`src/rtl/rgbled_pkg.sv`:
```
// Shared types and default timing constants for the RGB LED frame controller.
package rgbled_pkg;

    localparam int DEF_LEDS           = 8;
    localparam int DEF_BITS_PER_LED   = 24;
    localparam int DEF_LATCH_CYCLES   = 4000;
    localparam int DEF_REFRESH_CYCLES = 2000000;
    localparam int DEF_TIMEOUT_CYCLES = 65536;

    typedef enum logic [1:0] {
        ST_IDLE,
        ST_LOAD,
        ST_SEND,
        ST_LATCH
    } state_t;

    function automatic int max3(input int a, input int b, input int c);
        int m;
        m = (a > b) ? a : b;
        return (m > c) ? m : c;
    endfunction

endpackage

```
`src/rtl/rgbled_sync_edge.sv`:
```
// Two-flop synchroniser for the asynchronous frame-ready level, followed by a rising-edge detector.
module rgbled_sync_edge (
    input  logic clk,
    input  logic nreset,
    input  logic d_i,
    output logic rise_o
);

    logic sync1_q, sync2_q, prev_q;

    always_ff @(posedge clk or negedge nreset) begin
        if (!nreset) begin
            sync1_q <= 1'b0;
            sync2_q <= 1'b0;
            prev_q  <= 1'b0;
        end else begin
            sync1_q <= d_i;
            sync2_q <= sync1_q;
            prev_q  <= sync2_q;
        end
    end

    assign rise_o = sync2_q & ~prev_q;

endmodule

```
`src/rtl/rgbled_frame_ctrl.sv`:
```
// Frame controller: buffers frames from the SPI receiver, hands them to the LED driver,
// enforces the latch gap and periodically re-sends the last frame.
module rgbled_frame_ctrl
    import rgbled_pkg::*;
#(
    parameter int LEDS           = DEF_LEDS,
    parameter int BITS_PER_LED   = DEF_BITS_PER_LED,
    parameter int LATCH_CYCLES   = DEF_LATCH_CYCLES,
    parameter int REFRESH_CYCLES = DEF_REFRESH_CYCLES,
    parameter int TIMEOUT_CYCLES = DEF_TIMEOUT_CYCLES
) (
    input  logic                         clk,
    input  logic                         nreset,
    input  logic [LEDS*BITS_PER_LED-1:0] spi_data,
    input  logic                         spi_rdy,
    output logic [LEDS*BITS_PER_LED-1:0] drv_data,
    output logic                         drv_start,
    input  logic                         drv_done,
    output logic                         busy,
    output logic [7:0]                   frames_sent,
    output logic                         overrun,
    output logic                         timeout
);

    localparam int FRAME_W = LEDS * BITS_PER_LED;
    localparam int CNT_MAX = max3(LATCH_CYCLES, REFRESH_CYCLES, TIMEOUT_CYCLES);
    localparam int CNT_W   = (CNT_MAX > 1) ? $clog2(CNT_MAX) : 1;

    localparam logic [CNT_W-1:0] LATCH_LAST   = CNT_W'(LATCH_CYCLES - 1);
    localparam logic [CNT_W-1:0] REFRESH_LAST = CNT_W'(REFRESH_CYCLES - 1);
    localparam logic [CNT_W-1:0] TIMEOUT_LAST = CNT_W'(TIMEOUT_CYCLES - 1);

    logic rdy_evt;

    rgbled_sync_edge u_sync_edge (
        .clk   (clk),
        .nreset(nreset),
        .d_i   (spi_rdy),
        .rise_o(rdy_evt)
    );

    state_t               state_q, state_d;
    logic [CNT_W-1:0]     cnt_q, cnt_d;
    logic [FRAME_W-1:0]   shadow_q, shadow_d;
    logic [FRAME_W-1:0]   drv_data_q, drv_data_d;
    logic                 pending_q, pending_d;
    logic                 have_frame_q, have_frame_d;
    logic [7:0]           frames_q, frames_d;
    logic                 overrun_q, overrun_d;
    logic                 timeout_q, timeout_d;

    always_ff @(posedge clk or negedge nreset) begin
        if (!nreset) begin
            state_q      <= ST_IDLE;
            cnt_q        <= '0;
            shadow_q     <= '0;
            drv_data_q   <= '0;
            pending_q    <= 1'b0;
            have_frame_q <= 1'b0;
            frames_q     <= 8'd0;
            overrun_q    <= 1'b0;
            timeout_q    <= 1'b0;
        end else begin
            state_q      <= state_d;
            cnt_q        <= cnt_d;
            shadow_q     <= shadow_d;
            drv_data_q   <= drv_data_d;
            pending_q    <= pending_d;
            have_frame_q <= have_frame_d;
            frames_q     <= frames_d;
            overrun_q    <= overrun_d;
            timeout_q    <= timeout_d;
        end
    end

    // One counter serves refresh (IDLE), timeout (SEND) and latch gap (LATCH).
    always_comb begin
        state_d      = state_q;
        cnt_d        = cnt_q;
        shadow_d     = shadow_q;
        drv_data_d   = drv_data_q;
        pending_d    = pending_q | rdy_evt;
        have_frame_d = have_frame_q | rdy_evt;
        frames_d     = frames_q;
        overrun_d    = overrun_q;
        timeout_d    = timeout_q;

        // A pending frame is only lost if LOAD is not consuming it this same cycle.
        if (rdy_evt) begin
            shadow_d = spi_data;
            if (pending_q && (state_q != ST_LOAD)) begin
                overrun_d = 1'b1;
            end
        end

        case (state_q)
            ST_IDLE: begin
                if (pending_q) begin
                    state_d = ST_LOAD;
                    cnt_d   = '0;
                end else if (have_frame_q) begin
                    if (cnt_q == REFRESH_LAST) begin
                        state_d = ST_LOAD;
                        cnt_d   = '0;
                    end else begin
                        cnt_d = cnt_q + CNT_W'(1);
                    end
                end else begin
                    cnt_d = '0;
                end
            end
            ST_LOAD: begin
                drv_data_d = shadow_q;
                pending_d  = rdy_evt;
                cnt_d      = '0;
                state_d    = ST_SEND;
            end
            ST_SEND: begin
                if (drv_done) begin
                    frames_d = frames_q + 8'd1;
                    cnt_d    = '0;
                    state_d  = ST_LATCH;
                end else if (cnt_q == TIMEOUT_LAST) begin
                    timeout_d = 1'b1;
                    cnt_d     = '0;
                    state_d   = ST_LATCH;
                end else begin
                    cnt_d = cnt_q + CNT_W'(1);
                end
            end
            ST_LATCH: begin
                if (cnt_q == LATCH_LAST) begin
                    cnt_d   = '0;
                    state_d = ST_IDLE;
                end else begin
                    cnt_d = cnt_q + CNT_W'(1);
                end
            end
            default: begin
                state_d = ST_IDLE;
                cnt_d   = '0;
            end
        endcase
    end

    assign drv_data    = drv_data_q;
    assign drv_start   = (state_q == ST_LOAD);
    assign busy        = (state_q != ST_IDLE);
    assign frames_sent = frames_q;
    assign overrun     = overrun_q;
    assign timeout     = timeout_q;

endmodule

```
`config.mk`:
```
export PLATFORM = sky130hd
export DESIGN_NAME = rgbled_frame_ctrl
export DESIGN_NICKNAME = d
export VERILOG_FILES = /design/src/rtl/rgbled_pkg.sv /design/src/rtl/rgbled_sync_edge.sv /design/src/rtl/rgbled_frame_ctrl.sv
export SDC_FILE = /design/constraint.sdc
export NUM_CORES = 1
export LEC_CHECK = 0
export CORE_MARGIN = 10
export CORE_UTILIZATION = 53
export DETAILED_ROUTE_END_ITERATION = 10
export MAX_ROUTING_LAYER = met4
export PLACE_DENSITY_LB_ADDON = 0.2
export SYNTH_ARGS = -nofsm -noshare
export SYNTH_HDL_FRONTEND = slang
export SYNTH_SLANG_ARGS = --single-unit
```
`constraint.sdc`:
```
create_clock -name clk -period 3.1 [get_ports clk]
set_input_delay 0.465 -clock clk [delete_from_list [all_inputs] [get_ports clk]]
set_output_delay 0.465 -clock clk [all_outputs]
set_load 0.03 [all_outputs]
```
# Word level (Yosys, flattened, before mapping)

Index checks and enable logic that the tools add are counted.
Widths: inputs -> output; s select.

Mux-type cells: 15
Reduce and logical (&&, ||, !) cells: 7
Equal/unequal tests: 11
Bitwise operators: 5
$add $sub $neg: 2

Operators with widths:

| operator              | number |
|---|---|
| $mux 21               | 6 |
| $pmux 21 s4           | 1 |
| $add 21x1->21 const B | 1 |
| $eq 21x12->1 const B  | 1 |
| $eq 21x16->1 const B  | 1 |
| $eq 21x21->1 const B  | 1 |
| $mux 2                | 6 |
| $ne 3x3->1 const B    | 3 |
| $add 8x1->8 const B   | 1 |
| $pmux 2 s4            | 1 |
| $eq 2x2->1 const B    | 2 |
| $reduce_and 2->1      | 2 |
| $reduce_and 4->1      | 1 |
| $reduce_and 3->1      | 1 |
| $eq 2x1->1 const B    | 1 |
| $logic_not 2->1       | 1 |
| $ne 2x1->1 const B    | 1 |
| $ne 2x2->1 const B    | 1 |
| $not 1->1             | 2 |
| $or 1x1->1            | 2 |
| $reduce_bool 2->1     | 1 |
| $and 1x1->1           | 1 |
| $logic_and 1x1->1     | 1 |
| $mux 1                | 1 |

Input port bits: 196
Output and inout port bits: 204
Logic and storage cells: 52
Flip-flop bits (word level): 422

# Logic depth before layout (Yosys ltp)

Gate-level depths: netlist of the first run.

Depth after elaboration: 5
Gate-level depth with buffers: 7
Mapped depth without buffers: 6

# Modules after synthesis

From an unflattened synthesis of the first run, not the netlist that was laid out.

Cell total of the unflattened synthesis: 981
Area total of the unflattened synthesis: 15,937.8 sq um

By module, submodules not included:

| module            | cells each | seq. area each (sq um) | area each (sq um) | times used |
|---|---|---|---|---|
| rgbled_frame_ctrl | 977        | 10,485.1               | 15,849.0          | 1 |
| rgbled_sync_edge  | 4          | 75.1                   | 88.8              | 1 |

# Least setup slack after synthesis of the first run

No wires, ideal clock.

Path kind: register to register
Start point: register state_q[1]
End point: register drv_data_q[133] (netlist: drv_data[133])
Cell stages (with the launch flop): 7
Buffers on the path: 3
Arrival: 2.016 ns
Period minus slack after synthesis: 2.140 ns
Library setup time: 0.125 ns
Data required time: 2.975 ns
Setup slack: 0.960 ns
Path through: dfrtp_1 > inv_1 > ha_1 > clkbuf_1 > clkbuf_1 > clkbuf_1 > mux2_2

Longest elaborated chain between the ends: 1

Ends and longest elaborated chain:

| what                     | line                    | source |
|---|---|---|
| start: declaration       | rgbled_frame_ctrl.sv:42 | `state_t state_q, state_d;` |
| start signal: assignment | rgbled_frame_ctrl.sv:64 | `state_q <= state_d;` |
| $eq 2x1->1               | -                       |  |
| named net drv_start      | rgbled_frame_ctrl.sv:17 | `output logic drv_start,` |
| end signal: assignment   | rgbled_frame_ctrl.sv:67 | `drv_data_q <= drv_data_d;` |
| end: declaration         | rgbled_frame_ctrl.sv:45 | `logic [FRAME_W-1:0] drv_data_q, drv_data_d;` |

The timed path passes the listed nets, and every way through them passes these cells.
A chain may end at the register's enable or synchronous reset.

# Worst setup path after layout of the first run

Start point: register state_q[0]
End point: output busy

Longest elaborated chain between the ends: 1

Ends and longest elaborated chain:

| what              | line                     | source |
|---|---|---|
| $reduce_bool 2->1 | rgbled_frame_ctrl.sv:148 | `assign busy = (state_q != ST_IDLE);` |
| end: declaration  | rgbled_frame_ctrl.sv:19  | `output logic busy,` |

Every way passes these cells.

==> impl_metrics.ini, run 1 <==
[flow_run]
maxCapViolCount = 0

[yosys]
yosys-top-cells-area = dfrtp_1 66%, nand2_1 14%, mux2_2 14%, clkbuf_1 1.3%, xnor2_1 0.82%
yosysTopAreaCell = dfrtp_1
avgSynthCellArea_um2 = 11.6
synth_cell_types = 39
ys_async_sr_fraction_pct = 100
ys_warn_count = 0
synth_nets = 1591
synth_edf_count = 0
synthesis.area_mm2 = 0.0161
ys_seq_area_share_pct = 65.6
synth-seq-cells = 422
syn_inst = 1389
ys.flop_type = dfrtp_1
synth_top_area_share_pct = 65.6

[critical_path]
reg2regPathDepth = 6
reg2reg_slack_ns = 0.86
crit_fanout = 5
critPathArrivalTime_ns = 2.22
endpoint = busy
crit_type = register to output pin
r2r_start = cnt_q[16]
startpoint = state_q[0]
required_ns = 2.63
crit_path_start_kind = register
regToRegEndpoint = cnt_q[11]
worstSetupEndpointType = output pin

[layout]
final_area_mm2 = 0.0222
drive_gt1_share_pct = 17.5
register_area_mm2 = 0.0106
areaGrowthSynthToFinish_pct = 37.8
multiInputGateArea_mm2 = 0.00527
nNetsFinal = 1986
nFillCells = 1996

[place]
portBuffers = 399
dpl_cell_area_mm2 = 0.0206
dp_hpwl_um = 29000
gp_congestion = 0.846

[die]
rows = 63
fp.dieArea_mm2 = 0.0377
io_pins = 400
die_h_um = 194
die_w_um = 194
start_util_pct = 54.0
core_area_mm2 = 0.0298

[timing]
drv_slew = 0
skew_ns = 0.0144
max_slew.worst_pin.slew_ns = 0.673
fmax_mhz = 372
fin_crit_sh_pct = 86.7
hold_viol = 0
final.min_clock_period_ns = 2.69
rsz0062_at_grt = false
finalSetupViolCount = 0
finalSetupTns_ns = 0
slew_headroom_pct = 55.1
holdWs_ns = 0.367

[power_and_ir_drop]
total_power_uw = 22700
p_int_uw = 14700
p_leak_uw = 0.0104
p_comb_share_pct = 40.2
seqPwrFrac_pct = 35.4
peakVddDrop_v = 0.000682
power_density_mw_per_mm2 = 1020
power_frac_clock_pct = 24.4
swShare_pct = 35.2
switching_power_uw = 7970

[grt]
antenna_found_initial = 9
grt_pass1_wl_um = 67100
grt_start_max_net_pins = 111
grt_use_total_pct = 22.7
gr-total-overflow = 0
grt_pass1_vias = 12100

[drt]
vias_per_cell = 5.04
wirelength_um = 42300
antenna_left = 0
wl_met2_um = 21500
dr_wl_met3_um = 3220
via_count = 11200
wl_met1_um = 15800
drt_first_pass_iters = 6
dr.max_layer_used = met4
drcViolationCount = 0
dr.first_iter.drc_count = 683
post_drt_wl_per_cell_um = 19.1

[clock_network]
clkSinkCount = 422
cts_tree = done
clock_latency_ns = 0.53
cts_buffers = 45
h-tree-depth = 2
cts_setup_buffers = 0
cts.path.max_buffers = 3
path_clk_slew_ns = 0.06
cts-root-buf = clkbuf_16

[status]
outcome = finished, final reports clean

[worst_hold_path]
hp-class = register to register
==> worst max-delay path, stage by stage (launching register included) <==
cell and delay [ns]:
dfrtp_1 0.44, inv_1 0.10, ha_1 0.26, inv_1 0.17
clkdlybuf4s50_1 0.73
==> cell type report <==
| class | count | area share (%) |
|---|---|---|
| Multi-Input combinational cell | 894 | 23.8 |
| Inverter | 6 | 0.102 |
| Sequential cell | 422 | 47.6 |
| Tap cell | 390 | 2.20 |
| Clock inverter | 17 | 0.987 |
| Clock buffer | 64 | 6.08 |
| Timing Repair Buffer | 415 | 19.1 |
| Antenna cell | 9 | 0.102 |
==> metrics by stage <==
| stage | cells | setup slack (ns) | utilization [%] |
|---|---|---|---|
| 4_1_cts | 2208 | 0.388 | 74.4 |
| 6_report | 2217 | 0.414 | 74.4 |
| 5_1_grt | 2217 | 0.325 | 74.4 |
| 3_3_place_gp | 2126 | 0.942 | 69.1 |
| 2_1_floorplan | 1389 | 0.960 | - |
| 3_5_place_dp | 2126 | 0.885 | 69.1 |
==> repair_timing <==
| item | in CTS | in global routing |
|---|---|---|
| endpoints found under the hold margin | 50 | 0 |
| hold buffers | 1 | 0 |
| resized for setup | 0 | 0 |
| endpoints found under the setup margin | 0 | 0 |
==> synthesized netlist by cell type, types with 2 or more instances <==
master,n
nand2_1,586
dfrtp_1,422
mux2_2,193
clkbuf_1,56
nor2_2,19
xnor2_1,15
nand3_1,12
xor2_1,11
buf_1,9
nand4_1,7
nor2_1,7
ha_1,6
inv_1,6
and3_1,5
nand2b_1,3
nor4_1,3
a21oi_1,2
buf_6,2
nor3_1,2
nor3_2,2
o21ai_0,2
or2_2,2
==> per-layer routing <==
metal,up-vias,track usage (%)
li1,5244,-
met3,99,7.52
met2,325,37.7
met1,5496,24.2
met4,0,10.2
met5,-,-
==> worst min path at each step <==
stage,from,to,cells after the start
3_5_place_dp,u_sync_edge.sync1_q,u_sync_edge.sync2_q,0
3_3_place_gp,u_sync_edge.sync1_q,u_sync_edge.sync2_q,0
5_1_grt,spi_rdy,u_sync_edge.sync1_q,1
4_1_cts,spi_rdy,u_sync_edge.sync1_q,1
6_report,u_sync_edge.sync1_q,u_sync_edge.sync2_q,0
2_1_floorplan,nreset,cnt_q[0],0
==> cell usage in the layout (no fill, tap or decap), drive strengths merged, types with 6 or more instances in the layout <==
master	synthesis	layout
buf	11	16
xnor2	15	15
diode	0	9
inv	6	7
ha	6	6
nor2	27	27
mux2	194	194
nand3	12	12
clkinv	0	10
xor2	11	11
nand4	7	7
clkdlybuf4s50	0	398
dfrtp	422	422
clkbuf	56	64
nand2	586	586
==> power groups by stage <==
| stage | clock network, uW | logic [uW] | registers [uW] |
|---|---|---|---|
| 6_report | 5530 | 9110 | 8020 |
| 5_1_grt | 5890 | 9600 | 8230 |
| 4_1_cts | 5640 | 9250 | 8020 |
| 3_5_place_dp | 0 | 9190 | 8100 |
| 3_3_place_gp | 0 | 9060 | 7970 |
| 2_1_floorplan | 0 | 2820 | 10400 |
==> cells by family after synthesis <==
family,Yosys count,share of synthesized area (%)
adders and majority gates,6,0.466
muxes,194,13.6
AOI/OAI and AO/OA,11,0.708
xor gates and xnor gates,26,1.42
buffers and inverters,73,1.80
and+or+nand+nor,657,16.4
DFF,422,65.6
==> flip-flops by register name, summed over array words and instances (netlist names) <==
| register | count |
|---|---|
| frames_sent | 8 |
| drv_data | 192 |
| shadow_q | 192 |
| timeout | 1 |
| cnt_q | 21 |
| have_frame_q | 1 |
| u_sync_edge.prev_q | 1 |
| overrun | 1 |
| state_q | 2 |
| pending_q | 1 |
| u_sync_edge.sync1_q | 1 |
| u_sync_edge.sync2_q | 1 |
Note: power is estimated with default switching activity, not from simulation.
==> run 2, diff against run 1 <==
--- a/config.mk
+++ b/config.mk
@@ -6,10 +6,10 @@
 export NUM_CORES = 1
 export LEC_CHECK = 0
 export CORE_MARGIN = 10
-export CORE_UTILIZATION = 53
+export CORE_UTILIZATION = 49
 export DETAILED_ROUTE_END_ITERATION = 10
 export MAX_ROUTING_LAYER = met4
-export PLACE_DENSITY_LB_ADDON = 0.2
+export PLACE_DENSITY = 0.91
 export SYNTH_ARGS = -nofsm -noshare
 export SYNTH_HDL_FRONTEND = slang
 export SYNTH_SLANG_ARGS = --single-unit
==> constraint.sdc (replaced) <==
create_clock -name clk -period 2.8 [get_ports clk]
set_input_delay 0.42 -clock clk [delete_from_list [all_inputs] [get_ports clk]]
set_output_delay 0.42 -clock clk [all_outputs]
set_load 0.03 [all_outputs]
==> impl_metrics.ini, run 2 (same netlist as run 1, synthesis figures left out) <==
[clock_network]
cts_buffers = 45
cts_setup_buffers = 0
cts_resized = 0
clock_latency_ns = 0.54
path_clk_slew_ns = 0.06
h-tree-depth = 2
clkSinkCount = 422
cts_tree = done
cts.path.max_buffers = 3
cts-root-buf = clkbuf_16

[power_and_ir_drop]
p_comb_share_pct = 41.0
power_frac_clock_pct = 23.0
p_int_uw = 15900
swShare_pct = 36.2
switching_power_uw = 9010
p_leak_uw = 0.0104
seqPwrFrac_pct = 35.9
power_density_mw_per_mm2 = 1120
peakVddDrop_v = 0.000814

[die]
rows = 66
die_h_um = 201
die_w_um = 201
fp.dieArea_mm2 = 0.0405
io_pins = 400
core_area_mm2 = 0.0325
start_util_pct = 49.6

[timing]
rsz0062_at_grt = false
slew_headroom_pct = 46.6
finalSetupViolCount = 0
skew_ns = 0.0213
fmax_mhz = 384
hold_viol = 0
drv_slew = 0
max_slew.worst_pin.slew_ns = 0.801
finalSetupTns_ns = 0
fin_crit_sh_pct = 93.0
final.min_clock_period_ns = 2.60

[grt]
grt_pass1_wl_um = 72700
grt_use_total_pct = 23.0
antenna_found_initial = 2
grt_pass1_vias = 13000
gr-total-overflow = 0
grt_start_max_net_pins = 107

[critical_path]
regToRegEndpoint = state_q[1]
required_ns = 2.38
crit_fanout = 5
crit_type = register to output pin
reg2regPathDepth = 6
reg2reg_slack_ns = 0.56
crit_path_start_kind = register
critPathArrivalTime_ns = 2.18
r2r_start = cnt_q[0]
worstSetupEndpointType = output pin

[drt]
dr.first_iter.drc_count = 757
antenna_left = 0
vias_per_cell = 5.16
drcViolationCount = 0
drt_first_pass_iters = 5
via_count = 11700
wirelength_um = 45800
post_drt_wl_per_cell_um = 20.2

[status]
outcome = finished, final reports clean

[worst_hold_path]
hold_end = u_sync_edge.sync1_q
min_from = spi_rdy
hp-class = input pin to register
hold_depth = 1

[layout]
drive_gt1_share_pct = 17.4
areaGrowthSynthToFinish_pct = 37.7
final_cell_mix = 586 x nand2_1, 422 x dfrtp_1, 398 x clkdlybuf4s50_1, 193 x mux2_2, 46 x clkbuf_16
nFillCells = 2110
nNetsFinal = 1994
fin_cells = 2268
final_common_cell = nand2_1

[place]
gp_congestion = 0.850
portBuffers = 399
dp_hpwl_um = 31800
placed_cells = 2186

[flow_run]
maxCapViolCount = 0
-- run 2: cell count changes in the layout (fill, tap and decap cells not counted), moves of 2 or more --
cell | previous run | this run
buf_4 | 5 | 13
diode_2 | 9 | 2
clkbuf_1 | 4 | 10
clkinv_2 | 10 | 7
bufinv_16 | 5 | 1
clkbuf_8 | 15 | 10
clkinv_4 | 0 | 2
-- run 2: area by class of cell --
class / instances / area, um2 / area share, %
antenna: 2 / 5.00 / 0.0226
clock inverter: 13 / 114 / 0.514
clock buffer: 66 / 1330 / 5.99
inverter: 6 / 22.5 / 0.102
sequential: 422 / 10600 / 47.7
timing repair buffer: 423 / 4310 / 19.4
multi-input combinational: 894 / 5270 / 23.8
tap: 442 / 553 / 2.50
-- run 2: stage by stage --
step | instance area, um2 | hold slack (ns) | power, uW | util, % | worst slack, ns
after CTS | 22200 | 0.312 | 25100 | 68.3 | 0.174
after floorplan | 16100 | 0.124 | 14700 | - | 0.660
final | 22200 | 0.332 | 24900 | 68.3 | 0.196
after detailed placement | 20700 | 0.355 | 19300 | 63.8 | 0.586
after global placement | 20700 | 0.333 | 18800 | 63.8 | 0.648
after global routing | 22200 | 0.326 | 26000 | 68.3 | 0.0801
-- run 2: power by group through the flow --
stage,clock [uW],sequential [uW],combinational (uW)
2_1_floorplan,0,11600,3130
3_3_place_gp,0,8850,9990
3_5_place_dp,0,9010,10200
4_1_cts,5830,8950,10300
5_1_grt,6070,9150,10700
6_report,5730,8950,10200
-- run 2: how the worst max path moves through the flow --
stage | slack, ns | from | cells after the start | endpoint
floorplan | 0.66 | state_q[1] | 6 | drv_data[133]
detailed placement | 0.59 | cnt_q[16] | 6 | cnt_q[9]
global route | 0.08 | state_q[0] | 4 | busy
global placement | 0.65 | cnt_q[16] | 6 | cnt_q[13]
finish | 0.20 | state_q[0] | 4 | busy
CTS | 0.17 | state_q[0] | 4 | busy
-- run 2: per-layer routing --
metal | global-route usage [%] | wire, um | vias up
li1 | - | - | 5267
met1 | 24.6 | 16800 | 5951
met2 | 39.5 | 23900 | 370
met3 | 5.80 | 2880 | 125
met4 | 10.6 | 2230 | 0
met5 | - | 0 | -
-- run 2: worst max-delay path: stages (launching register included) --
cell             delay [ns]
dfrtp_1                0.44
inv_1                  0.09
ha_1                   0.27
inv_1                  0.16
clkdlybuf4s50_1        0.70
-- run 2: what timing repair did --
| action | 4_1_cts | 5_1_grt |
|---|---|---|
| hold buffers | 1 | 0 |
| setup endpoints to repair | 0 | 0 |
| hold endpoints to repair | 59 | 0 |
==> run 3, diff against run 2 <==
--- a/config.mk
+++ b/config.mk
@@ -9,7 +9,7 @@
 export CORE_UTILIZATION = 49
 export DETAILED_ROUTE_END_ITERATION = 10
 export MAX_ROUTING_LAYER = met4
-export PLACE_DENSITY = 0.91
+export PLACE_DENSITY = 0.8
 export SYNTH_ARGS = -nofsm -noshare
 export SYNTH_HDL_FRONTEND = slang
 export SYNTH_SLANG_ARGS = --single-unit
==> constraint.sdc (replaced) <==
create_clock -name clk -period 2.5 [get_ports clk]
set_input_delay 0.375 -clock clk [delete_from_list [all_inputs] [get_ports clk]]
set_output_delay 0.375 -clock clk [all_outputs]
set_load 0.03 [all_outputs]
==> impl_metrics.ini, run 3 (same netlist as run 1, synthesis figures left out) <==
[critical_path]
cp_cell_sequence = inv_1, ha_4, clkdlybuf4s50_1
required_ns = 2.12
crit_slowest_cell = clkdlybuf4s50_1
max_stage_delay_ns = 0.71
crit_fanout = 10
worstSetupEndpointType = output pin
critPathArrivalTime_ns = 2.03
crit_type = register to output pin
crit_path_start_kind = register

[clock_network]
path_clk_slew_ns = 0.06
cts_tree = done
cts.path.max_buffers = 3
cts-root-buf = clkbuf_16
h-tree-depth = 2
clock_latency_ns = 0.54
clkSinkCount = 422
cts_buffers = 45

[power_and_ir_drop]
peakVddDrop_v = 0.000779
power_density_mw_per_mm2 = 1250
p_leak_uw = 0.0104

[timing]
finalWorstSetupSlack_ns = 0.0928
skew_ns = 0.0140
slew_headroom_pct = 53.1
finalSetupTns_ns = 0
final.min_clock_period_ns = 2.41
hold_viol = 0
finalSetupViolCount = 0
drv_slew = 0
max_slew.worst_pin.slew_ns = 0.704
fin_crit_sh_pct = 96.3
rsz0062_at_grt = false
fmax_mhz = 415

[layout]
fin_cells = 2280
final_cell_mix = 586 x nand2_1, 422 x dfrtp_1, 397 x clkdlybuf4s50_1, 193 x mux2_2, 47 x clkbuf_16
areaGrowthSynthToFinish_pct = 38.4
nNetsFinal = 2000
final_common_cell = nand2_1
drive_gt1_share_pct = 17.9
final_area_mm2 = 0.0223

[drt]
drcViolationCount = 0
post_drt_wl_per_cell_um = 18.9
via_count = 11300
wirelength_um = 43100
vias_per_cell = 4.95
dr.first_iter.drc_count = 614
antenna_left = 0
drt_first_pass_iters = 5

[die]
rows = 66
die_w_um = 201
io_pins = 400
start_util_pct = 49.6
die_h_um = 201
core_area_mm2 = 0.0325
fp.dieArea_mm2 = 0.0405

[place]
portBuffers = 399
gp_congestion = 0.809
dpl_cell_area_mm2 = 0.0208
preCtsSetupSlack_ns = 0.267
placed_cells = 2192
dp_hpwl_um = 30300

[grt]
grt_pass1_vias = 12100
grt_start_max_net_pins = 98
grt_pass1_wl_um = 67700
grt_use_total_pct = 21.4
gr-total-overflow = 0
antenna_found_initial = 5

[flow_run]
maxCapViolCount = 0

[worst_hold_path]
hp-class = input pin to register

[status]
outcome = finished, final reports clean
==> run 3: changes by cell type in the layout (fill, tap and decap cells not counted), moves of 2 or more <==
cell / previous run / this run
clkinv_2: 7 / 12
buf_4: 13 / 17
diode_2: 2 / 5
buf_12: 10 / 12
clkinv_4: 2 / 0
==> run 3: critical path, delay by kind of cell, from the launching register on <==
family / cells / cell delay, ns
buf+inv: 2 / 0.84
flops: 1 / 0.41
fa+ha+maj: 1 / 0.26
==> run 3: worst paths after layout <==
path	depth (start not counted)	startpoint	slack, ns	to
max	3	state_q[1]	0.09	drv_start
min	1	spi_rdy	0.28	u_sync_edge.sync1_q
max reg2reg	6	cnt_q[0]	0.24	state_q[1]
min reg2reg	0	u_sync_edge.sync1_q	0.36	u_sync_edge.sync2_q
max in group asynchronous	3	nreset	1.25	shadow_q[93]
min in group asynchronous	2	nreset	0.42	drv_data[59]
==> run 3: stage by stage <==
step           total power [uW]  hold WS [ns]  utilization [%]
2_1_floorplan             16500        0.0794                -
3_3_place_gp              21200         0.332             64.0
3_5_place_dp              21500         0.346             64.0
4_1_cts                   28200         0.259             68.6
5_1_grt                   29100         0.269             68.6
6_report                  27800         0.276             68.6
==> run 3: layout make-up <==
class	count	area [um2]
Sequential cell	422	10600
Clock buffer	66	1350
Multi-Input combinational cell	894	5270
Tap cell	442	553
Timing Repair Buffer	429	4380
Inverter	6	22.5
Fill cell	2309	10200
Clock inverter	16	136
Antenna cell	5	12.5
==> run 3: repair_timing <==
action,CTS,global route
setup endpoints to repair,1,0
hold buffers,1,0
gates resized for setup,1,0
endpoints found under the hold margin,61,0
buffers inserted,0,0
==> run 3: layer usage <==
metal / global-route usage [%] / routed length [um] / up-vias
met1: 24.7 / 17300 / 5626
li1: - / - / 5288
met4: 5.85 / 1050 / 0
met2: 35.5 / 21600 / 302
met3: 7.00 / 3190 / 67
met5: - / 0 / -
==> run 3: where the power goes <==
| group | internal (uW) | switching, uW |
|---|---|---|
| combinational | 5150 | 6220 |
| clock | 3940 | 2610 |
| sequential | 8850 | 1080 |
